$ cat src/rtl/bsg_blackparrot_dram_interleaver.sv
// bsg_blackparrot_dram_interleaver: steers core mem commands to two DRAM links by a paddr bit
// and returns responses in issue order. Optional counters: BSG_DRAM_INTERLEAVE_PERF_EN.
module bsg_blackparrot_dram_interleaver #(
    parameter int msg_width_p       = 64,
    parameter int addr_lsb_p        = 0,
    parameter int sel_bit_p         = 6,
    parameter int max_outstanding_p = 8
) (
    input  logic                        clk_i,
    input  logic                        reset_n_i,
    input  logic [msg_width_p-1:0]      cmd_i,
    input  logic                        cmd_v_i,
    output logic                        cmd_ready_o,
    output logic [msg_width_p-1:0]      resp_o,
    output logic                        resp_v_o,
    input  logic                        resp_yumi_i,
    output logic [1:0][msg_width_p-1:0] link_cmd_o,
    output logic [1:0]                  link_cmd_v_o,
    input  logic [1:0]                  link_cmd_ready_i,
    input  logic [1:0][msg_width_p-1:0] link_resp_i,
    input  logic [1:0]                  link_resp_v_i,
    output logic [1:0]                  link_resp_yumi_o
`ifdef BSG_DRAM_INTERLEAVE_PERF_EN
    ,
    output logic [1:0][31:0]            issue_cnt_o,
    output logic [31:0]                 full_stall_cnt_o,
    output logic [31:0]                 hol_stall_cnt_o
`endif
);
    localparam int ptr_w_lp = $clog2(max_outstanding_p);
    localparam int sel_idx_lp = addr_lsb_p + sel_bit_p;
    localparam logic [ptr_w_lp:0] depth_lp = (ptr_w_lp + 1)'(max_outstanding_p);

    logic [max_outstanding_p-1:0] order_r;
    logic [ptr_w_lp-1:0]          rd_ptr_r;
    logic [ptr_w_lp-1:0]          wr_ptr_r;
    logic [ptr_w_lp:0]            count_r;

    logic sel;
    logic head;
    logic busy;
    logic full;
    logic cmd_fire;
    logic resp_deq;

    assign sel  = cmd_i[sel_idx_lp];
    assign head = order_r[rd_ptr_r];
    assign busy = count_r != '0;
    assign full = count_r == depth_lp;

    assign link_cmd_o      = {cmd_i, cmd_i};
    assign link_cmd_v_o[0] = reset_n_i & cmd_v_i & ~full & ~sel;
    assign link_cmd_v_o[1] = reset_n_i & cmd_v_i & ~full & sel;
    assign cmd_ready_o     = reset_n_i & ~full & link_cmd_ready_i[sel];
    assign cmd_fire        = cmd_v_i & cmd_ready_o;

    // Only the oldest outstanding link may answer; the other link holds its message.
    assign resp_v_o            = busy & link_resp_v_i[head];
    assign resp_o              = link_resp_i[head];
    assign resp_deq            = resp_yumi_i & resp_v_o;
    assign link_resp_yumi_o[0] = resp_deq & ~head;
    assign link_resp_yumi_o[1] = resp_deq & head;

    always_ff @(posedge clk_i or negedge reset_n_i) begin
        if (!reset_n_i) begin
            order_r  <= '0;
            rd_ptr_r <= '0;
            wr_ptr_r <= '0;
            count_r  <= '0;
        end else begin
            if (cmd_fire) begin
                order_r[wr_ptr_r] <= sel;
                wr_ptr_r          <= wr_ptr_r + 1'b1;
            end
            if (resp_deq) begin
                rd_ptr_r <= rd_ptr_r + 1'b1;
            end
            unique case ({cmd_fire, resp_deq})
                2'b10:   count_r <= count_r + 1'b1;
                2'b01:   count_r <= count_r - 1'b1;
                default: count_r <= count_r;
            endcase
        end
    end

`ifdef BSG_DRAM_INTERLEAVE_PERF_EN
    logic hol_stall;
    assign hol_stall = busy & link_resp_v_i[~head] & ~link_resp_v_i[head];

    for (genvar k = 0; k < 2; k++) begin : g_issue
        always_ff @(posedge clk_i or negedge reset_n_i) begin
            if (!reset_n_i) begin
                issue_cnt_o[k] <= '0;
            end else if (cmd_fire && (sel == 1'(k)) && !(&issue_cnt_o[k])) begin
                issue_cnt_o[k] <= issue_cnt_o[k] + 1'b1;
            end
        end
    end

    always_ff @(posedge clk_i or negedge reset_n_i) begin
        if (!reset_n_i) begin
            full_stall_cnt_o <= '0;
            hol_stall_cnt_o  <= '0;
        end else begin
            if (cmd_v_i && full && !(&full_stall_cnt_o)) begin
                full_stall_cnt_o <= full_stall_cnt_o + 1'b1;
            end
            if (hol_stall && !(&hol_stall_cnt_o)) begin
                hol_stall_cnt_o <= hol_stall_cnt_o + 1'b1;
            end
        end
    end
`endif

`ifndef SYNTHESIS
    a_no_resp_when_empty: assert property (
        @(posedge clk_i) disable iff (!reset_n_i)
        (link_resp_v_i != 2'b00) |-> busy
    ) else $error("link response valid with no command outstanding");

    a_yumi_needs_valid: assert property (
        @(posedge clk_i) disable iff (!reset_n_i)
        resp_yumi_i |-> resp_v_o
    ) else $error("resp_yumi_i asserted without resp_v_o");
`endif
endmodule

$ cat config.mk
export PLATFORM = sky130hd
export DESIGN_NAME = bsg_blackparrot_dram_interleaver
export DESIGN_NICKNAME = d
export VERILOG_FILES = /design/src/rtl/bsg_blackparrot_dram_interleaver.sv
export SDC_FILE = /design/constraint.sdc
export NUM_CORES = 1
export LEC_CHECK = 0
export CAP_MARGIN = 5
export CORE_AREA = 2 2 156 158
export CTS_CLUSTER_SIZE = 8
export DETAILED_ROUTE_END_ITERATION = 7
export DIE_AREA = 0 0 158 160
export GPL_TIMING_DRIVEN = 0
export PLACE_DENSITY = 0.49
export SLEW_MARGIN = 5
export SYNTH_ARGS = -nofsm -noshare
export SYNTH_HDL_FRONTEND = slang
export SYNTH_SLANG_ARGS = --single-unit
$ cat constraint.sdc
create_clock -name clk_i -period 3.5 [get_ports clk_i]
set_input_delay 0.7 -clock clk_i [delete_from_list [all_inputs] [get_ports clk_i]]
set_output_delay 0.7 -clock clk_i [all_outputs]
set_load 0.01 [all_outputs]
Yosys cells after proc, flatten, opt, wreduce, memory -nomap -nowiden --
Index checks and enable logic that the tools add are counted. W data, S select, Z words.
Storage, ports and cells: register bits 18, word-level logic and storage cells 45, input port bits 200, output and inout bits 198
Operators by class: $lt $le $gt $ge 5, bitwise operators 14, add/sub/neg operators 4, equal/unequal tests 3, reduce and logical (&&, ||, !) cells 3, muxes and demuxes 12
Operators with widths (count):
- $mux W64 | 2
- $and A1 B1 Y1 | 11
- $bwmux W8 | 1
- $lt A3 B4 Y1 const B | 2
- $pmux W4 S2 | 1
- $add A3 B1 Y3 const B | 2
- $mux W1 | 6
- $add A4 B1 Y4 const B | 1
- $eq A4 B4 Y1 const B | 1
- $lt A1 B2 Y1 const B | 2
- $reduce_bool A4 Y1 | 1
- $sub A4 B1 Y4 const B | 1
- $bmux W1 S3 | 1
- $demux W1 S3 | 1
- $ge A3 B1 Y1 const B | 1
- $not A1 Y1 | 3
- $eq A2 B1 Y1 const B | 1
- $eq A2 B2 Y1 const B | 1
- $reduce_bool A2 Y1 | 1
- $logic_and A1 B1 Y1 | 1

Depth between registers and ports, before layout --
depth after elaboration 8, gate-level depth with buffers 13

Worst setup path before layout --
No wires, ideal clock.
path kind reg2reg, start point register rd_ptr_r[0], end point register count_r[2], data required time 3.399 ns, period minus slack after synthesis 3.155 ns, arrival 3.055 ns, cell stages (with the launch flop) 12, setup slack 0.345 ns, cells stage by stage dfrtp_1 mux4_2 mux2i_1 mux2i_1 and2b_1 ha_1 clkbuf_1 xor2_1 ha_1 o21bai_1 xnor2_1 o32ai_1
Between the ends: word-level cells in the longest chain between the ends 8
RTL lines:
- from (decl) | RTL line 35 | logic [ptr_w_lp-1:0] rd_ptr_r;
- from (signal assigned) | RTL line 76 | rd_ptr_r <= rd_ptr_r + 1'b1;
- $bmux W1 S3 (*) | RTL line 47 | assign head = order_r[rd_ptr_r];
- $mux W1 (implied by the code) (*) | RTL line 47
- $mux W1 (implied by the code) (*) (2 in a row) | RTL line 58 | assign resp_v_o = busy & link_resp_v_i[head];
- $and A1 B1 Y1 (*) | RTL line 58
- $and A1 B1 Y1 (*) | RTL line 60 | assign resp_deq = resp_yumi_i & resp_v_o;
- named net resp_deq | RTL line 44 | logic resp_deq;
- $eq A2 B1 Y1 or $eq A2 B2 Y1 (tied branches) | RTL line 78 | unique case ({cmd_fire, resp_deq})
- $pmux W4 S2 or $reduce_bool A2 Y1 (tied branches)
- to (signal assigned) | RTL line 79 | 2'b10: count_r <= count_r + 1'b1;
- to (signal assigned) | RTL line 80 | 2'b01: count_r <= count_r - 1'b1;
- to (signal assigned) | RTL line 81 | default: count_r <= count_r;
- to (decl) | RTL line 37 | logic [ptr_w_lp:0] count_r;
Mark *: on every way through the listed nets, which the timed path passes. The rest lies on a longest branch. The select of a mux whose other input is x is not followed. A chain may end at the register's enable or synchronous reset.

Worst setup path after layout --
start point register rd_ptr_r[0], end point output port resp_o[8]
Between the ends: word-level cells in the longest chain between the ends 4
RTL lines:
- $bmux W1 S3 | RTL line 47
- $mux W1 (implied by the code) | RTL line 47
- $mux W64 (implied by the code) (2 in a row) | RTL line 59 | assign resp_o = link_resp_i[head];
- to (decl) | RTL line 14 | output logic [msg_width_p-1:0] resp_o,
No other way between the ends. The select of a mux whose other input is x is not followed.

==> results <==
-- cells in the final DEF (no fill, tap or decap) --
master	count
dlygate4sd2_1	1
and2b_2	1
nand3b_1	2
nor2_1	11
dfrtp_2	1
nor3b_1	4
buf_6	3
xnor2_1	5
nand2_1	17
nor3_1	1
mux4_2	2
clkdlybuf4s50_1	332
o21bai_1	1
dfrtp_1	17
clkbuf_1	4
o211ai_1	1
mux2i_1	1
inv_1	1
clkdlybuf4s15_2	1
or4b_1	1
o32ai_1	1
nor4_1	1
o31ai_1	2
mux2_2	70
xor2_1	3
clkbuf_8	1
nor2b_1	2
o41ai_1	1
ha_1	4
inv_2	1
mux2i_4	2
buf_4	133
a21oi_1	1
nand3_1	3
clkbuf_16	3
o21ai_0	6
clkbuf_4	1
and3_1	1
-- tightest hold or removal path, stage by stage, from the launching register on --
cell and delay [ps]:
dfrtp_1 340, nand2_1 50, o21ai_0 60
-- repair_timing --
action                                  4_1_cts  5_1_grt
resized for setup                            18        4
setup buffers                                 2        0
endpoints found under the setup margin       70       13
-- cells by family (layout without fill, tap and decap cells) --
kind of cell | count (synthesis) | in the layout | synth area share
fa+ha+maj | 4 | 4 | 0.01820
mux | 75 | 75 | 0.3139
flops | 18 | 18 | 0.1638
compound gates | 13 | 13 | 0.03003
xor+xnor | 8 | 8 | 0.02548
simple gates | 44 | 44 | 0.07734
buf+inv | 142 | 481 | 0.3712
-- metal layers --
metal  vias up  track usage  share of wire
met5         -            0              0
met4         0     0.009009         0.0024
met3         4      0.01520          0.080
met2       153       0.1885           0.54
met1      1425       0.1098           0.38
li1       1570            -              -
-- layout make-up --
cell class,instances,area [um^2],share of cell area
tap,324,405.4,0.06090
sequential,18,451.7,0.06786
timing repair buffer,336,3358,0.5045
clock buffer,4,88.84,0.01335
inverter,2,7.507,0.001128
multi-input combinational,144,1305,0.1961
buffer,139,1040,0.1562
-- stage by stage --
| step | worst slack, ps | area [um^2] | instances |
|---|---|---|---|
| final | 106.6 | 6656 | 967 |
| after global routing | -8.818 | 6656 | 967 |
| after CTS | 2.519 | 6653 | 968 |
| after detailed placement | -569.7 | 6499 | 962 |
| after global placement | -614.6 | 6499 | 962 |
| after floorplan | 344.7 | 2750 | 304 |
-- path summary, 6_finish.rpt --
check | startpoint | slack [ps] | end
max | rd_ptr_r[0] | 110 | resp_o[8]
max reg2reg | rd_ptr_r[0] | 170 | count_r[2]
min | order_r[4] | 480 | order_r[4]
min in group asynchronous | reset_n_i | 500 | wr_ptr_r[1]
min reg2reg | order_r[4] | 480 | order_r[4]
max in group asynchronous | reset_n_i | 2630 | rd_ptr_r[0]
-- sequential cells by signal, indices dropped and copies added (netlist names) --
signal / count
rd_ptr_r: 3
order_r: 8
count_r: 4
wr_ptr_r: 3
-- power by group --
group	switching (mW)	internal, mW
sequential	0.0855	0.311
clock	0.0768	0.174
combinational	1.21	1.87
total	1.37	2.36
==> flow_summary.ini <==
[global_route]
grt_pass1_wl_mm = 18.53
grt_pass1_vias = 2905
grtUsageTotal = 0.09559
grt_max_degree = 21
grt-ovfl-total = 0
antenna_found_initial = 0

[timing]
finClkSkew_ps = 3.261
setup_tns_ps = 0
final_max_slew_viol_count = 0
rsz0062_at_grt = true
tightest_slew_ps = 494.9
fmax_mhz = 294.7
hold_ws_ps = 478.7
maxSlewHeadroom = 0.6700
hold_viol = 0
finalSetupViolations = 0
min_period_over_period = 0.9695
period_minus_slack_ps = 3393

[worst_setup_path]
crit_fanout = 10
cp_slowest_stage_delay_ps = 540
endpoint_kind = output pin
reg2regPathDepth = 11
crit_family = multiplexers
critPathKind = reg2out
path_buf_inv = 3
worstPathArrival_ps = 2690
crit_cells = 6
start_kind = flip-flop
critPathSlowestCell = mux4_2
cp_cell_sequence = mux4_2, mux2i_4, buf_4, clkbuf_4, mux2_2, clkdlybuf4s50_1
required_ps = 2800

[yosys]
synth_common_cells = buf_4, mux2_2, dfrtp_1
syn_avg_cell_area_um2 = 9.047
async_flop_share = 1.000
yosysMostFrequentCell = buf_4
syn_area_um2 = 2750
synth_cell_type_count = 30
synth_edf_count = 0
ys_seq_area_frac = 0.1638
synth_area_leaders = buf_4, mux2_2, dfrtp_1
yosysTopAreaCell = buf_4
synth_top_area_frac = 0.3494
synthCells = 304
synth_fp_nets = 508
ys_ff_latch = 18
synth.yosys.warnings = 0
synth_ff_type = dfrtp_1

[finish]
drive_gt1_frac = 0.3406
num-nets-final = 848
antenna_cells = 0
final_core_util = 0.2794
syn_to_final_growth_pct = 142.0
fillers = 2561

[drt]
via_per_inst = 3.260
drtAntennaViolNets = 0
wire_per_inst_um = 14.02
firstDrtPassIters = 4
drc = 0
routed-via-count = 3152
totalWireLength_mm = 13.56
drt_iter0_drc = 68

[clock_network]
cts_hold_buf = 0
cts.clk_slew.worst_paths_ps = 50
cts_tree = yes
cts-root-buf = clkbuf_16
cts_buffers = 3
clockBufferDepth = 2
clock_latency_ps = 250
htreeDepth = 1
cts.sinks = 18

[place]
portBuffers = 334
gp_congestion = 0.6952
place_hpwl_mm = 12.18

[floorplanning]
die_h_um = 160
num_rows = 57
initial_core_util = 0.1155
core_um2 = 23820
die_w_um = 158
ios = 398
die_area_um2 = 25280

[hold_path]
hold_class = reg2reg
hold-path-cell-count = 2

[power]
power.density_cell_area_nw_per_um2 = 560.7
ir_drop_uv = 433.8
leakage_nw = 2.723
power.total_mw = 3.732

[job]
cap_violations = 0

[outcome]
status = finished, final reports clean
Power figures use the tool's default switching activity.
